`src/rtl/regfile_port_sequencer.sv`:
```
`default_nettype none
// ============================================================================
// Module  : regfile_port_sequencer
// Brief   : Shares a register array between core (id 0) and debug (id 1):
//           read rs1/rs2 over shared buses, optional write of rd, response.
//           Define REGFILE_SEQ_RR_EN for round-robin arbitration
//           (default: fixed priority, core first).
// Revision: 1.0
// ============================================================================
module regfile_port_sequencer #(
  parameter  int XLEN = 32,
  parameter  int NREG = 32,
  localparam int AW   = $clog2(NREG)
) (
  input  logic                clk,
  input  logic                reset_n,
  input  logic [1:0]          req_valid,
  output logic [1:0]          req_ready,
  input  logic [1:0]          req_we,
  input  logic [2*AW-1:0]     req_rs1,
  input  logic [2*AW-1:0]     req_rs2,
  input  logic [2*AW-1:0]     req_rd,
  input  logic [2*XLEN-1:0]   req_wdata,
  output logic                rsp_valid,
  input  logic                rsp_ready,
  output logic                rsp_id,
  output logic [XLEN-1:0]     rsp_rdata1,
  output logic [XLEN-1:0]     rsp_rdata2,
  output logic                rsp_err,
  output logic [NREG-1:0]     reg_store,
  output logic [NREG-1:0]     reg_en_a,
  output logic [NREG-1:0]     reg_en_b,
  output logic [XLEN-1:0]     reg_wdata,
  input  logic [XLEN-1:0]     bus_a,
  input  logic [XLEN-1:0]     bus_b
);

  localparam logic [AW:0]     c_nreg = (AW+1)'(NREG);
  localparam logic [NREG-1:0] c_one  = {{(NREG-1){1'b0}}, 1'b1};

  typedef enum logic [1:0] {
    S_IDLE  = 2'd0,
    S_READ  = 2'd1,
    S_WRITE = 2'd2,
    S_RESP  = 2'd3
  } state_t;

  state_t            state_q, state_d;
  logic              id_q, id_d;
  logic              we_q, we_d;
  logic [AW-1:0]     rs1_q, rs1_d;
  logic [AW-1:0]     rs2_q, rs2_d;
  logic [AW-1:0]     rd_q, rd_d;
  logic [XLEN-1:0]   wdata_q, wdata_d;
  logic [XLEN-1:0]   rdata1_q, rdata1_d;
  logic [XLEN-1:0]   rdata2_q, rdata2_d;
  logic              err_q, err_d;

  logic              w_grant;
  logic              w_rs1_ok, w_rs2_ok, w_rd_ok, w_do_write;

  function automatic logic [NREG-1:0] f_onehot(input logic [AW-1:0] idx, input logic en);
    f_onehot = en ? (c_one << idx) : '0;
  endfunction

`ifdef REGFILE_SEQ_RR_EN
  logic last_q, last_d;

  // On contention the requester that did not win last time goes first.
  always_comb begin
    w_grant = (req_valid == 2'b11) ? ~last_q : req_valid[1];
  end

  always_ff @(posedge clk or negedge reset_n) begin
    if (!reset_n) last_q <= 1'b1;
    else          last_q <= last_d;
  end
`else
  always_comb begin
    w_grant = ~req_valid[0];
  end
`endif

  assign w_rs1_ok   = ({1'b0, rs1_q} < c_nreg);
  assign w_rs2_ok   = ({1'b0, rs2_q} < c_nreg);
  assign w_rd_ok    = ({1'b0, rd_q}  < c_nreg);
  assign w_do_write = we_q && (rd_q != '0) && w_rd_ok;

  always_comb begin
    state_d   = state_q;
    id_d      = id_q;
    we_d      = we_q;
    rs1_d     = rs1_q;
    rs2_d     = rs2_q;
    rd_d      = rd_q;
    wdata_d   = wdata_q;
    rdata1_d  = rdata1_q;
    rdata2_d  = rdata2_q;
    err_d     = err_q;
`ifdef REGFILE_SEQ_RR_EN
    last_d    = last_q;
`endif
    req_ready = 2'b00;
    rsp_valid = 1'b0;
    reg_en_a  = '0;
    reg_en_b  = '0;
    reg_store = '0;
    reg_wdata = '0;

    case (state_q)
      S_IDLE: begin
        // req_ready is held low while reset is asserted so all outputs read 0.
        if (reset_n && (req_valid != 2'b00)) begin
          req_ready = w_grant ? 2'b10 : 2'b01;
          id_d      = w_grant;
          we_d      = req_we[w_grant];
          rs1_d     = w_grant ? req_rs1[2*AW-1:AW] : req_rs1[AW-1:0];
          rs2_d     = w_grant ? req_rs2[2*AW-1:AW] : req_rs2[AW-1:0];
          rd_d      = w_grant ? req_rd[2*AW-1:AW]  : req_rd[AW-1:0];
          wdata_d   = w_grant ? req_wdata[2*XLEN-1:XLEN] : req_wdata[XLEN-1:0];
`ifdef REGFILE_SEQ_RR_EN
          last_d    = w_grant;
`endif
          state_d   = S_READ;
        end
      end
      S_READ: begin
        reg_en_a = f_onehot(rs1_q, w_rs1_ok);
        reg_en_b = f_onehot(rs2_q, w_rs2_ok);
        rdata1_d = w_rs1_ok ? bus_a : '0;
        rdata2_d = w_rs2_ok ? bus_b : '0;
        err_d    = ~w_rs1_ok | ~w_rs2_ok | (we_q & ~w_rd_ok);
        state_d  = w_do_write ? S_WRITE : S_RESP;
      end
      S_WRITE: begin
        reg_store = f_onehot(rd_q, w_do_write);
        reg_wdata = wdata_q;
        state_d   = S_RESP;
      end
      S_RESP: begin
        rsp_valid = 1'b1;
        if (rsp_ready) state_d = S_IDLE;
      end
      default: state_d = S_IDLE;
    endcase
  end

  always_ff @(posedge clk or negedge reset_n) begin
    if (!reset_n) begin
      state_q  <= S_IDLE;
      id_q     <= 1'b0;
      we_q     <= 1'b0;
      rs1_q    <= '0;
      rs2_q    <= '0;
      rd_q     <= '0;
      wdata_q  <= '0;
      rdata1_q <= '0;
      rdata2_q <= '0;
      err_q    <= 1'b0;
    end else begin
      state_q  <= state_d;
      id_q     <= id_d;
      we_q     <= we_d;
      rs1_q    <= rs1_d;
      rs2_q    <= rs2_d;
      rd_q     <= rd_d;
      wdata_q  <= wdata_d;
      rdata1_q <= rdata1_d;
      rdata2_q <= rdata2_d;
      err_q    <= err_d;
    end
  end

  assign rsp_id     = id_q;
  assign rsp_rdata1 = rdata1_q;
  assign rsp_rdata2 = rdata2_q;
  assign rsp_err    = err_q;

endmodule
`default_nettype wire

```
`config.mk`:
```
export PLATFORM = sky130hd
export DESIGN_NAME = regfile_port_sequencer
export DESIGN_NICKNAME = d
export VERILOG_FILES = /design/src/rtl/regfile_port_sequencer.sv
export SDC_FILE = /design/constraint.sdc
export NUM_CORES = 1
export LEC_CHECK = 0
export ABC_AREA = 0
export ABC_CLOCK_PERIOD_IN_PS = 1700
export BUFFER_PORTS_ARGS = -buffer_cell sky130_fd_sc_hd__buf_4
export CAP_MARGIN = 5
export CORE_AREA = 2 2 140 142
export DETAILED_ROUTE_END_ITERATION = 12
export DIE_AREA = 0 0 142 144
export SLEW_MARGIN = 20
export SYNTH_ARGS = -nofsm -noshare
export SYNTH_HDL_FRONTEND = slang
export SYNTH_SLANG_ARGS = --single-unit
```
`constraint.sdc`:
```
create_clock -name clk -period 1.7 [get_ports clk]
set_input_delay 0.17 -clock clk [delete_from_list [all_inputs] [get_ports clk]]
set_output_delay 0.17 -clock clk [all_outputs]
set_load 0.03 [all_outputs]
```
* Yosys cells after proc, flatten, opt, wreduce, memory -nomap -nowiden
Index checks and enable logic that the tools add are counted.
** Operators by class
- Order comparisons :: 1
- Eq/ne operators :: 5
- Shift operators :: 3
- Muxes and demuxes :: 19
- Bitwise logic cells :: 1
- Reduce and logical (&&, ||, !) cells :: 7
** Operator list (number)
- 32-bit 2-to-1 mux :: 6
- 1-bit by 5-bit left shift with 32-bit output (first input constant) :: 3
- 5-bit 2-to-1 mux :: 3
- 2-bit 2-to-1 mux :: 5
- 2-bit one-hot mux with 4 select lines :: 1
- 5-bit nonzero test :: 1
- 2-bit equality test (second input constant) :: 2
- 1-bit 2-to-1 mux :: 4
- 2-bit != test (second input constant) :: 2
- 2-bit AND reduction :: 2
- 2-bit by 1-bit equality test with 1-bit output (second input constant) :: 1
- 1-bit logical AND :: 2
- 2-bit logical NOT :: 1
- 1-bit by 2-bit less-than comparator with 1-bit output (second input constant) :: 1
- 2-bit nonzero test :: 1
- 1-bit NOT :: 1
** Word-level totals
- Bits in registers :: 115
- Input bits :: 165
- Output and inout port bits :: 197
- Word-level logic and storage cells :: 45

* Logic depth before layout (Yosys ltp)
Gate-level depths: netlist of the first run.
- Depth in word-level cells :: 4
- Mapped depth :: 7

* Worst setup path before layout of the first run
Ideal clock, no wire load.
- Kind :: flip-flop to output port
- From :: register state_q[1]
- To :: output port reg_en_a[16]
- Arrival :: 1967 ps
- Path slack :: -437 ps
- Stages on the path, launching flop included :: 6
- Cells stage by stage :: dfrtp_1 inv_1 ha_1 buf_2 nand3b_1 nor4_1
** On the way
- Word-level cells in the longest chain between the ends :: 2
** RTL lines
- start, declared :: line 48 : state_t state_q, state_d;
- start signal, assigned :: line 161 : state_q <= state_d;
- 2-bit by 1-bit equality test with 1-bit output :: line 110 : case (state_q)
- 32-bit 2-to-1 mux :: line 110
- end, declared :: line 31 : output logic [NREG-1:0] reg_en_a,
Every way passes these cells.

* Final worst setup path of the first run
- From :: register rs2_q[4]
- To :: output port reg_en_b[10]
** On the way
- Word-level cells in the longest chain between the ends :: 2
** RTL lines
- start, declared :: line 52 : logic [AW-1:0] rs2_q, rs2_d;
- start signal, assigned :: line 165 : rs2_q <= rs2_d;
- 1-bit by 5-bit left shift with 32-bit output :: line 63 : f_onehot = en ? (c_one << idx) : '0;
- 32-bit 2-to-1 mux :: line 110
- end, declared :: line 32 : output logic [NREG-1:0] reg_en_b,
Every way passes these cells.

==> flow_metrics.py, run 1 <==
metrics = {
    "outcome": {
        "status": "finished with violations",
        "violations": "setup timing",
    },
    "cts": {
        "clk_pin_slew_worst_paths_ps": 60,
        "cts.sinks": 115,
        "clk_latency_ps": 410,
        "cts_tree": "built",
        "cts_buffers": 17,
        "htree_levels": 4,
        "clock_path_buffers": 2,
        "clockRootBuffer": "clkbuf_16",
    },
    "worst_hold_path": {
        "min_from": "req_wdata[44]",
        "whs_path_depth": 3,
        "hold_path_end": "wdata_q[12]",
        "hold_class": "in -> reg",
    },
    "layout": {
        "final_area_mm2": 0.01175,
        "nets": 1202,
        "final_common_cell": "buf_4",
        "drive_gt1_share_pct": 60.00,
        "area_growth_pct": 103.6,
        "final_cell_mix": "buf_4, dfrtp_1, buf_6",
        "diodes": 0,
    },
    "floorplan": {
        "die_area_mm2": 0.02045,
        "core.rowCount": 51,
        "initial_core_util_pct": 30.24,
        "core_mm2": 0.01908,
        "num_io_pins": 362,
        "fp.dieW_um": 142,
        "die_h_um": 144,
    },
    "yosys": {
        "netlist_area_mm2": 0.005769,
        "yosysSeqAreaShare_pct": 49.88,
        "ys_types": 38,
        "synth_area_per_cell_um2": 10.28,
        "yosysWarnings": 0,
        "synth-seq-cells": 115,
        "syn_inst": 561,
    },
    "critical_path": {
        "worstSetupEndpointType": "primary output",
        "crit_chain": "nor2_1 -> nand3_4 -> nor2_4 -> buf_6",
        "crit_arrival_ps": 1970,
        "startpoint_type": "flop",
        "crit_fanout": 6,
        "cpPeakStageDelay_ps": 560,
        "worstPathRequired_ps": 1530,
        "critPathKind": "reg -> out",
        "rr_startpoint": "state_q[0]",
        "timing.reg2reg.setup_slack_ps": -120,
        "timing.rr.end": "rsp_rdata2[19]",
        "ff2ff_path_depth": 8,
        "cp_slowest_cell": "nor2_1",
    },
    "sta": {
        "final.setup_skew_ps": 9.665,
        "rsz0062_at_grt": "yes",
        "report.final.hold_viol_count": 0,
        "worstMarginPinSlew_ps": 979.6,
        "final.min_clock_period_ps": 2143,
        "clock.fmax_mhz": 466.5,
        "finalSetupViolCount": 176,
        "tns_ps": -36980,
        "post-route-worst-setup-slack_ps": -443.5,
        "slew_headroom_pct": 34.69,
        "post-route-period-util_pct": 126.1,
        "holdWs_ps": 39.88,
        "slew_violations": 0,
    },
    "global_routing": {
        "overflow": 0,
        "grt_pass1_wl_um": 31520,
        "antenna_found_initial": 0,
        "grtUsageTotal_pct": 19.92,
        "grt_pass1_vias": 5936,
        "grt_max_degree": 77,
    },
    "drt": {
        "drc": 0,
        "via_per_inst": 4.615,
        "ant_nets": 0,
        "drt_iter0_drc": 209,
        "first_pass_iters": 4,
        "detail_route.wirelength_um": 21710,
        "wl_per_cell_um": 16.92,
        "vias": 5921,
    },
    "pwr": {
        "peakVddDrop_mv": 0.9929,
        "p_total_mw": 19.83,
        "leakagePower_nw": 5.452,
        "p_per_area_mw_per_mm2": 1688,
    },
    "job": {
        "maxCapViolations": 0,
    },
    "placed_design": {
        "hpwl_um": 14940,
        "place_area_mm2": 0.009193,
        "port_buffers": 359,
        "gp_congestion": 0.8561,
    },
}
==> worst max path at each step <==
stage               start       endpoint  cells after the start
3_5_place_dp   state_q[1]    reg_en_a[0]                      6
6_report         rs2_q[4]   reg_en_b[10]                      4
4_1_cts        state_q[1]    reg_en_a[0]                      6
3_3_place_gp   state_q[1]    reg_en_a[0]                      6
2_1_floorplan  state_q[0]  reg_store[25]                      5
5_1_grt        state_q[1]    reg_en_a[0]                      6
==> cells by family (layout without fill, tap and decap cells) <==
| family | Yosys count | in the layout | synth area share [%] |
|---|---|---|---|
| muxes | 113 | 113 | 21.01 |
| other | 1 | 2 | 0.06500 |
| AOI/OAI and AO/OA | 55 | 55 | 5.335 |
| and+or+nand+nor | 229 | 229 | 18.89 |
| adders and majority gates | 5 | 5 | 1.084 |
| DFF | 115 | 115 | 49.88 |
| buffers and inverters | 43 | 526 | 3.730 |
==> cell usage after synthesis, drive strengths merged <==
master | number | share of area [%]
or3 | 1 | 0.11
buf | 24 | 2.4
nor2b | 6 | 0.65
nand4b | 2 | 0.30
or3b | 1 | 0.20
nand3 | 8 | 0.69
and3 | 1 | 0.11
and4b | 1 | 0.17
and2 | 32 | 3.5
a211oi | 1 | 0.13
nand3b | 4 | 0.52
inv | 3 | 0.20
o211ai | 1 | 0.37
dfrtp | 115 | 50
nand2b | 9 | 0.98
nand2 | 58 | 3.8
a211o | 1 | 0.15
nor2 | 77 | 5.0
mux2i | 48 | 8.3
a21o | 2 | 0.26
or2 | 2 | 0.26
ha | 5 | 1.1
nor3 | 22 | 2.0
o32a | 1 | 0.17
and4bb | 1 | 0.22
mux2 | 65 | 13
nand4 | 3 | 0.33
conb | 1 | 0.065
nor4 | 1 | 0.11
clkbuf | 16 | 1.1
o21ai | 49 | 4.3
==> metrics by stage <==
| step | cells | worst slack, ps | utilization (%) |
|---|---|---|---|
| after floorplan | 562 | -235.2 | - |
| after global placement | 1158 | -46.91 | 48.18 |
| after detailed placement | 1158 | -50.72 | 48.18 |
| after CTS | 1268 | -446.0 | 58.65 |
| after global routing | 1283 | -510.1 | 61.56 |
| final | 1283 | -443.5 | 61.56 |
==> final cells by class <==
| class | count | area [um2] |
|---|---|---|
| inverter | 3 | 11.26 |
| fill | 1559 | 7335 |
| tap | 238 | 297.8 |
| clock inverter | 14 | 138.9 |
| timing repair buffer | 491 | 4551 |
| clock buffer | 18 | 439.2 |
| multi-input combinational | 404 | 3427 |
| sequential | 115 | 2880 |
==> state kept, by name, indices dropped and copies added (netlist names) <==
signal / count
rsp_id: 1
rd_q: 5
we_q: 1
rsp_rdata1: 32
rs1_q: 5
rsp_rdata2: 32
state_q: 2
rs2_q: 5
wdata_q: 32
==> power breakdown <==
part	total [mW]	switching [mW]	internal, mW	leakage (nW)
Sequential	5.06	0.965	4.09	1.39
Clock	3.51	1.42	2.09	0.289
Combinational	11.3	6.03	5.23	3.77
Total	19.8	8.41	11.4	5.45
==> routing by layer <==
metal	up-vias	GRT usage [%]	part of all wire, %
met5	-	0	0
met4	0	7.316	2.5
met3	41	5.563	6.2
met2	239	35.65	53
met1	2780	22.72	38
li1	2861	-	-
==> timing repair <==
item,CTS,global route
pin swaps,21,9
setup endpoints to repair,129,193
gates cloned,2,5
hold buffers,65,0
hold endpoints to repair,103,0
setup buffers,11,11
gates resized for setup,145,81
==> critical path, delay by kind of cell (launching register included) <==
family        cells  cell delay [ps]
flops             1              470
buf+inv           1              150
simple gates      3              950
(Power assumes the default switching activity.)
==> run 2: changes to the inputs <==
--- a/config.mk
+++ b/config.mk
@@ -6,7 +6,7 @@
 export NUM_CORES = 1
 export LEC_CHECK = 0
 export ABC_AREA = 0
-export ABC_CLOCK_PERIOD_IN_PS = 1700
+export ABC_CLOCK_PERIOD_IN_PS = 1800
 export BUFFER_PORTS_ARGS = -buffer_cell sky130_fd_sc_hd__buf_4
 export CAP_MARGIN = 5
 export CORE_AREA = 2 2 140 142
==> constraint.sdc (replaced) <==
create_clock -name clk -period 1.8 [get_ports clk]
set_input_delay 0.18 -clock clk [delete_from_list [all_inputs] [get_ports clk]]
set_output_delay 0.18 -clock clk [all_outputs]
set_load 0.03 [all_outputs]
==> run 2 against run 1 <==
  * First-iteration DRC count is 22% lower
  * Routed wire length is 1.2% higher
  * Cell count is 1.0% lower
  * The flow still finishes with violations (setup timing)
  * Critical path type unchanged
  * Largest power group unchanged
  * Design area is 2.4% lower
==> flow_metrics.py, run 2 (synthesized netlist as in run 1, its figures left out) <==
metrics = {
    "outcome": {
        "status": "finished with violations",
        "violations": "setup timing",
    },
    "critical_path": {
        "worstSetupEndpointType": "primary output",
        "critPathKind": "reg -> out",
        "cp_slowest_cell": "dfrtp_1",
        "crit_fanout": 7,
        "timing.rr.end": "rsp_rdata2[24]",
        "crit_top_cell": "buf_6",
        "critPathTopFamily": "buffers and inverters",
        "timing.reg2reg.setup_slack_ps": 30,
        "ff2ff_path_depth": 8,
        "cp.depth": 8,
        "worstPathRequired_ps": 1620,
        "startpoint_type": "flop",
        "endpoint": "reg_en_b[17]",
        "crit_chain": "inv_2 -> ha_4 -> buf_6 -> nor2b_4 -> buf_4 -> nand3_4 -> nor2_2 -> buf_6",
        "critPathLaunch": "state_q[1]",
        "critPathBufInv": 4,
        "cpPeakStageDelay_ps": 390,
        "crit_arrival_ps": 1970,
        "rr_startpoint": "state_q[1]",
    },
    "floorplan": {
        "die_h_um": 144,
        "fp.dieW_um": 142,
        "die_area_mm2": 0.02045,
        "core_mm2": 0.01908,
        "num_io_pins": 362,
        "core.rowCount": 51,
        "initial_core_util_pct": 30.24,
    },
    "sta": {
        "rsz0062_at_grt": "yes",
        "clock.fmax_mhz": 466.0,
        "post-route-period-util_pct": 119.2,
        "worstMarginPinSlew_ps": 639.9,
        "slew_headroom_pct": 57.34,
        "report.final.hold_viol_count": 0,
        "post-route-worst-setup-slack_ps": -345.7,
        "tns_ps": -26670,
        "slew_violations": 0,
        "finalSetupViolCount": 127,
        "final.setup_skew_ps": 13.28,
        "final.min_clock_period_ps": 2146,
    },
    "global_routing": {
        "antenna_found_initial": 0,
        "grt_pass1_wl_um": 31420,
        "grt_max_degree": 116,
        "grt_pass1_vias": 5725,
        "grtUsageTotal_pct": 20.19,
        "overflow": 0,
    },
    "cts": {
        "clock_path_buffers": 2,
        "cts.sinks": 115,
        "clk_latency_ps": 420,
        "clk_pin_slew_worst_paths_ps": 60,
        "clockRootBuffer": "clkbuf_16",
        "cts_buffers": 17,
        "htree_levels": 4,
        "cts_tree": "built",
    },
    "drt": {
        "drc": 0,
        "detail_route.wirelength_um": 21980,
        "wl_per_cell_um": 17.30,
        "ant_nets": 0,
        "vias": 5948,
        "drt_iter0_drc": 164,
        "via_per_inst": 4.683,
        "first_pass_iters": 4,
    },
    "placed_design": {
        "gp_congestion": 0.8630,
        "hpwl_um": 14770,
        "dp_slack_ps": 18.58,
        "port_buffers": 359,
    },
    "pwr": {
        "peakVddDrop_mv": 0.9797,
        "p_per_area_mw_per_mm2": 1599,
        "leakagePower_nw": 5.395,
    },
    "job": {
        "maxCapViolations": 0,
    },
    "layout": {
        "seqCellArea_mm2": 0.002883,
        "final_cell_mix": "buf_4, dfrtp_1, buf_6",
        "drive_gt1_share_pct": 61.92,
        "nets": 1189,
        "final_common_cell": "buf_4",
        "n_fill_cell": 1590,
        "multi_input_area_mm2": 0.003314,
        "area_growth_pct": 98.72,
        "diodes": 0,
    },
    "worst_hold_path": {
        "hold_class": "in -> reg",
        "min_from": "req_wdata[44]",
    },
}
run 2: cell types whose count changed in the layout (fill, tap and decap cells not counted), sizes merged:
cell,change
buf,-10
bufbuf,+1
bufinv,+1
clkbuf,-5
clkinv,-1
clkinvlp,+2
inv,-1
run 2: worst min-delay path by stage:
stage                        to  slack, ps  cells past startpoint
CTS                 wdata_q[12]         20                      3
detailed placement   wdata_q[0]        390                      2
global placement     wdata_q[0]        390                      2
floorplan               rd_q[0]       -120                      0
finish              wdata_q[12]         30                      3
global route        wdata_q[25]         40                      3
run 2: through the flow:
stage          power [mW]  area [um2]  utilization [%]  cells  hold slack [ps]
2_1_floorplan       9.657        5858                -    562           -115.6
3_3_place_gp        12.77        8922            46.76   1146            394.6
3_5_place_dp        12.85        8922            46.76   1146            391.7
4_1_cts             17.68       10940            57.36   1259            15.44
5_1_grt             19.24       11460            60.09   1270            39.66
6_report            18.33       11460            60.09   1270            28.27
run 2: worst min-delay path, delay by kind of cell:
kind / cells / cell delay (ps)
AOI/OAI and AO/OA: 1 / 110
buffers and inverters: 1 / 80
muxes: 1 / 50
run 2: what timing repair did:
| action | 4_1_cts | 5_1_grt |
|---|---|---|
| resized for setup | 155 | 103 |
| setup buffers | 11 | 12 |
| gates cloned | 5 | 0 |
| pin swaps | 10 | 16 |
| hold buffers | 65 | 0 |
| setup endpoints to repair | 129 | 128 |
| hold endpoints to repair | 179 | 0 |
run 2: final cells by class:
type | count | share of cell area (%)
inverters | 3 | 0.09822
well taps | 238 | 2.597
clock buffers | 17 | 3.711
flip-flops and latches | 115 | 25.14
repair buffers | 478 | 38.04
multi-input cells | 404 | 28.91
clock inverters | 15 | 1.495
run 2: report_power, final:
group | switching, mW | leakage (nW) | internal (mW)
combinational | 5.38 | 3.72 | 4.66
clock | 1.36 | 0.290 | 2.08
sequential | 0.977 | 1.39 | 3.87
run 2: per-layer routing:
metal  vias up  track usage [%]  wire (um)  share of wire [%]
met4         0            7.895        630                2.9
met2       244            36.05      11590                 53
li1       2826                -          -                  -
met5         -                0          0                  0
met1      2837            23.12       8344                 38
met3        41            5.298       1406                6.4
